--- config.mk ---
export PLATFORM = sky130hd
export DESIGN_NAME = yield_on_match_flat
export DESIGN_NICKNAME = d
export VERILOG_FILES = /design/src/rtl/yield_on_match_if.sv /design/src/rtl/yield_on_match.sv /design/src/flat_wrapper.sv
export SDC_FILE = /design/constraint.sdc
export NUM_CORES = 1
export LEC_CHECK = 0
export CORE_ASPECT_RATIO = 1.75
export CORE_UTILIZATION = 38
export DETAILED_ROUTE_END_ITERATION = 6
export GPL_TIMING_DRIVEN = 0
export SLEW_MARGIN = 20
export SYNTH_ARGS = -nofsm -noshare
export SYNTH_HDL_FRONTEND = slang
export SYNTH_SLANG_ARGS = --single-unit
--- constraint.sdc ---
create_clock -name clk -period 2.4 [get_ports clk]
set_clock_uncertainty 0.1 [all_clocks]
set_input_delay 0.48 -clock clk [delete_from_list [all_inputs] [get_ports clk]]
set_output_delay 0.48 -clock clk [all_outputs]
set_load 0.005 [all_outputs]
--- src/rtl/yield_on_match_if.sv ---
// Valid/ready stream bundle shared by the element input and the token output
// of yield_on_match. W is the full data width.
interface yield_on_match_if #(
   parameter int W = 2
);
   logic [W-1:0] data;
   logic         valid;
   logic         ready;

   modport master (output data, output valid, input ready);
   modport slave  (input data, input valid, output ready);
endinterface

--- src/rtl/yield_on_match.sv ---
// yield_on_match: counts stream elements and emits one registered token
// {eot_flag, count} each time an element matches MATCH (optionally inverted)
// or, when YIELD_ON_EOT=1, at the end of a transaction. Non-yield elements
// are always absorbed, so only yield elements can be back-pressured.
module yield_on_match #(
   parameter int               DIN_W        = 1,
   parameter int               CNT_W        = 8,
   parameter logic [DIN_W-1:0] MATCH        = '0,
   parameter bit               INVERT       = 1'b0,
   parameter bit               YIELD_ON_EOT = 1'b1
) (
   input logic              clk,
   input logic              rst,
   yield_on_match_if.slave  din,
   yield_on_match_if.master dout
);

   logic [DIN_W-1:0] elem_data;
   logic             elem_eot;
   logic             hit;
   logic             yield;
   logic             take;
   logic [CNT_W-1:0] cnt;
   logic             vld_p1;
   logic [CNT_W:0]   tok_p1;

   // Increment that sticks at the all-ones value instead of wrapping.
   function automatic logic [CNT_W-1:0] sat_inc(input logic [CNT_W-1:0] c);
      if (c == {CNT_W{1'b1}}) return c;
      return c + CNT_W'(1);
   endfunction

   assign elem_data = din.data[DIN_W-1:0];
   assign elem_eot  = din.data[DIN_W];
   assign hit       = (elem_data == MATCH) ^ INVERT;
   assign yield     = hit | (YIELD_ON_EOT & elem_eot);

   // A yield element needs a free output slot; freeing by a same-cycle drain
   // counts, which gives drain-and-refill at full rate.
   assign din.ready = din.valid & (~yield | ~vld_p1 | dout.ready);
   assign take      = din.valid & din.ready;

   // Segment counter: cleared at every yield and at any end of transaction.
   always_ff @(posedge clk or posedge rst) begin
      if (rst) begin
         cnt <= '0;
      end else if (take) begin
         if (yield || elem_eot) cnt <= '0;
         else                   cnt <= sat_inc(cnt);
      end
   end

   // Output stage (p1): load a token on a yield, otherwise release it on drain.
   always_ff @(posedge clk or posedge rst) begin
      if (rst) begin
         vld_p1 <= 1'b0;
         tok_p1 <= '0;
      end else if (take && yield) begin
         vld_p1 <= 1'b1;
         tok_p1 <= {elem_eot, sat_inc(cnt)};
      end else if (dout.ready) begin
         vld_p1 <= 1'b0;
      end
   end

   assign dout.valid = vld_p1;
   assign dout.data  = tok_p1;

endmodule

--- src/flat_wrapper.sv ---
// flat-port wrapper written by rule: the top's interface ports become plain ports
module yield_on_match_flat 
#(
   parameter int               DIN_W        = 1,
   parameter int               CNT_W        = 8,
   parameter logic [DIN_W-1:0] MATCH        = '0,
   parameter bit               INVERT       = 1'b0,
   parameter bit               YIELD_ON_EOT = 1'b1
)
  (clk, rst, din_data, din_valid, din_ready, dout_data, dout_valid, dout_ready);
  yield_on_match_if #(.W(2)) din_i ();
  yield_on_match_if #(.W(9)) dout_i ();
  input logic clk;
  input logic rst;
  input wire logic [$bits(din_i.data)-1:0] din_data;
  input wire logic [$bits(din_i.valid)-1:0] din_valid;
  output wire logic [$bits(din_i.ready)-1:0] din_ready;
  output wire logic [$bits(dout_i.data)-1:0] dout_data;
  output wire logic [$bits(dout_i.valid)-1:0] dout_valid;
  input wire logic [$bits(dout_i.ready)-1:0] dout_ready;
  assign din_i.data = din_data;
  assign din_i.valid = din_valid;
  assign din_ready = din_i.ready;
  assign dout_data = dout_i.data;
  assign dout_valid = dout_i.valid;
  assign dout_i.ready = dout_ready;
  yield_on_match #(.DIN_W(DIN_W), .CNT_W(CNT_W), .MATCH(MATCH), .INVERT(INVERT), .YIELD_ON_EOT(YIELD_ON_EOT)) u_core (.clk(clk), .rst(rst), .din(din_i), .dout(dout_i));
endmodule
==> impl.org <==
** Power and ir drop
- The internal portion of the total power is roughly 500 uW.
- Static leakage :: approximately 0.54 nW
- Combinational group share of total power :: between 15 and 20%
- Peak supply drop :: 295.4 uV
- Power density normalized to cell area :: about 540 nW/um2
- P_sw :: approximately 160 uW
- The share of total power dissipated in sequential elements is about half.
- The clock network burns between 30% and 40% of the power.
- Switching power share of the total :: 24.77%

** Routing
- For this run, design rule violations remaining after detail routing come to 0.
- In the routed layout, each cell is associated on average with a via count of approximately 5.6.
- Wire length on met1 :: between 800 and 900 um
- After detailed routing, the total wire length is 2.106 mm.
- Initial DRC Count :: 34
- Antenna-violating nets left :: 0
- Met2 Routed Length :: 1.094 mm
- After detailed routing, no signal wire sits above met4.
- In the detailed route, the total length drawn on met3 is around 90 um.
- Vias :: 845
- Post-DR wirelength/cell :: around 14 um
- Pre-antenna DRT Iters :: 4

** Floorplanning
- I/O pins :: 17
- The die is approximately 40 um wide.
- The floorplan step defined a core boundary enclosing 2331 um2.
- Die boundary height :: about 68 um
- For this configuration, the core starts out at a cell density of 40.79%.
- The floorplan has 23 rows.
- The floorplan step defined a die boundary enclosing 2714 um2.

** Timing
- Highest clock frequency the design can meet :: approximately 0.43 GHz
- Setup violation total in the final timing report :: 0
- Final cycle utilization of the critical path :: roughly 100%
- In the final timing run, aggregate negative setup slack is 0 ps.
- Post-layout minimum cycle time :: between 2000 and 2500 ps
- Setup repair after global routing missed its margin :: false
- Measured against its own limit, the worst slew margin works out to 42.53%.
- The number of max-slew violations in the final report is 0.
- The count of endpoints failing hold in the final timing report was 0.
- Slew @ Worst Pin :: ~860 ps
- After layout, the worst setup slack is about 53 ps.

** Final layout
- Commonest cells after routing, fill and taps aside :: dfrtp_1, clkdlybuf4s50_1, nand2_1
- The number of antenna diodes in the final layout is 0.
- In the final layout, the share of cells above drive strength 1 is between 10% and 20%.
- Summing all non-filler instances in the final layout gives an area of between 1000 and 1500 um2.
- Number of fill cells :: 224
- Number of nets in the layout :: 135
- Synthesis-to-layout area growth :: 29.61%
- Leading cell type in the layout, fill and taps excluded :: dfrtp_1

** Global route
- The number of global-route vias before repair came to 837.
- After global routing the overflow that remains totals 0.
- For this run, the total global-route usage over all layers was measured as between 15 and 20%.
- Entering global routing, the biggest net connects 19 pins.
- The initial antenna violation count came to 0.
- The first global-routing pass estimated roughly 3.6 mm of wire.

** Setup path
- The critical path is of the input pin to primary output type.
- Worst Path Arrival :: ~1800 ps
- For the worst setup path, the data required time is ~1800 ps.
- Critical path fanouts, max :: 3
- The worst setup path is launched from an input pin.
- STA classifies the critical path endpoint as a primary output.

** Logic synthesis
- Synthesis warning total :: 0
- Seq cells post-synth :: 18
- A synthesized cell averages ~9.2 um2.
- Cells after synthesis :: a little over 100
- In this run, synthesis inferred 0 flip-flops with an integrated enable.
- Share of flip-flops with an asynchronous set or reset after synthesis :: 100.0%
- Net count after synthesis :: 110
- Synthesized cell area :: around 950 um2
- Sequential elements use between 40% and 50% of the synthesized area.
- Dominant synthesized flop cell :: dfrtp_1
- Yosys mapped the design onto 34 distinct sky130hd cell types.

** Clock tree
- CTS tree :: done
- Clk root buf :: clkbuf_8
- The tree built by TritonCTS fans out to 18 sinks.
- For the worst-skew pair, the clock arrives at the later sink with an insertion delay of 250 ps.
- Clock-pin slew was measured on the worst setup and hold paths at approximately 70 ps.
- Max clock buf depth :: 2
- Cts bufs inserted :: 3
- Hold repair after CTS inserted 0 buffers.
- CTS H-tree lvls :: 1

** Run status
- Run status :: complete, no violations

** Place
- Routability-driven placement finished with a final weighted congestion of 0.8083.
- The HPWL after detailed placement is about 1.5 mm.
- Before CTS, the worst setup slack after placement is -215.0 ps.
- Port buffer count :: 16
- Placed cell area :: about 1100 um2

** Worst hold path
- Worst min path class :: flip-flop to flip-flop

** Run
- Across the run, the number of max-cap violations was 0.
[cell usage after synthesis, types with 2 or more instances]
cell / number / area [um2]
dfrtp_1: 18 / 450.4
nand2_1: 14 / 52.55
nor2_1: 9 / 33.78
a21oi_1: 7 / 35.03
buf_2: 5 / 25.02
a31oi_1: 4 / 25.02
nor3_1: 4 / 20.02
o31ai_1: 4 / 30.03
nand2b_1: 3 / 18.77
o21ai_1: 3 / 15.01
a41oi_1: 2 / 17.52
and3_1: 2 / 12.51
and4_1: 2 / 17.52
inv_1: 2 / 7.510
nand3_1: 2 / 10.01
nand4_1: 2 / 12.51
nor2b_1: 2 / 12.51
o21ai_0: 2 / 10.01
[per-layer routing]
| layer | track usage (%) | vias up |
|---|---|---|
| li1 | - | 421 |
| met4 | 8.190 | 0 |
| met2 | 33.40 | 32 |
| met1 | 22.90 | 388 |
| met5 | 0 | - |
| met3 | 1.948 | 4 |
[repair_timing]
item,4_1_cts,5_1_grt
setup buffers,2,2
pin swaps,1,0
endpoints found under the setup margin,1,1
resized for setup,4,1
[final timing paths]
kind | start | end | slack, ps | cells past startpoint
setup / recovery | din_data[0] | din_ready | 50 | 5
hold / removal | u_core.dout.data[4]$_DFFE_PP0P_ | u_core.dout.data[4]$_DFFE_PP0P_ | 380 | 2
setup reg to reg | u_core.cnt[0]$_DFFE_PP0P_ | u_core.cnt[3]$_DFFE_PP0P_ | 490 | 6
hold reg to reg | u_core.dout.data[4]$_DFFE_PP0P_ | u_core.dout.data[4]$_DFFE_PP0P_ | 380 | 2
max in group asynchronous | rst | u_core.cnt[0]$_DFFE_PP0P_ | 1220 | 2
min in group asynchronous | rst | u_core.cnt[6]$_DFFE_PP0P_ | 530 | 2
[power by group through the flow]
stage / Clock, mW / Sequential (mW) / Combinational [mW]
after floorplan: 0 / 0.342 / 0.0524
after global placement: 0 / 0.341 / 0.110
after detailed placement: 0 / 0.342 / 0.110
after CTS: 0.211 / 0.337 / 0.116
after global routing: 0.224 / 0.340 / 0.133
final: 0.208 / 0.338 / 0.119
[stage by stage]
stage / cells / util (%) / hold WS, ps / total power [mW]
floorplan: 103 / - / 318.6 / 0.3944
global placement: 144 / 49.01 / 362.4 / 0.4511
detailed placement: 144 / 49.01 / 368.6 / 0.4518
CTS: 149 / 51.91 / 383.7 / 0.6632
global route: 151 / 52.87 / 422.2 / 0.6974
finish: 151 / 52.87 / 377.6 / 0.6651
[cells by family (layout without fill, tap and decap cells)]
logic type / count (synthesis) / in the layout / synth area share (%)
buffers and inverters: 9 / 32 / 4.999
adder cells (fa/ha/maj): 1 / 1 / 1.316
multiplexers: 1 / 1 / 1.053
AO/OA/AOI/OAI: 28 / 28 / 20.53
AND/OR/NAND/NOR: 44 / 44 / 22.90
flip-flops: 18 / 18 / 47.37
XOR/XNOR: 2 / 2 / 1.842
[worst max-delay path, stage by stage]
cell and delay (ps):
clkdlybuf4s50_1 480, nor2b_4 160, o21ai_2 80, inv_2 70, clkdlybuf4s50_1 490
[final cells by class]
class | count | area (um2) | share of cell area (%)
clock buffers | 3 | 41.29 | 3.350
well taps | 25 | 31.28 | 2.538
plain buffers | 6 | 36.28 | 2.944
inverters | 3 | 11.26 | 0.9137
repair buffers | 20 | 190.2 | 15.43
multi-input cells | 76 | 471.7 | 38.27
flip-flops and latches | 18 | 450.4 | 36.55
[state kept, by name (all words and copies together) (netlist names)]
name and cells:
u_core.dout.valid 1, u_core.cnt 8, u_core.dout.data 9
No activity file was read; power rests on OpenSTA's default activity.
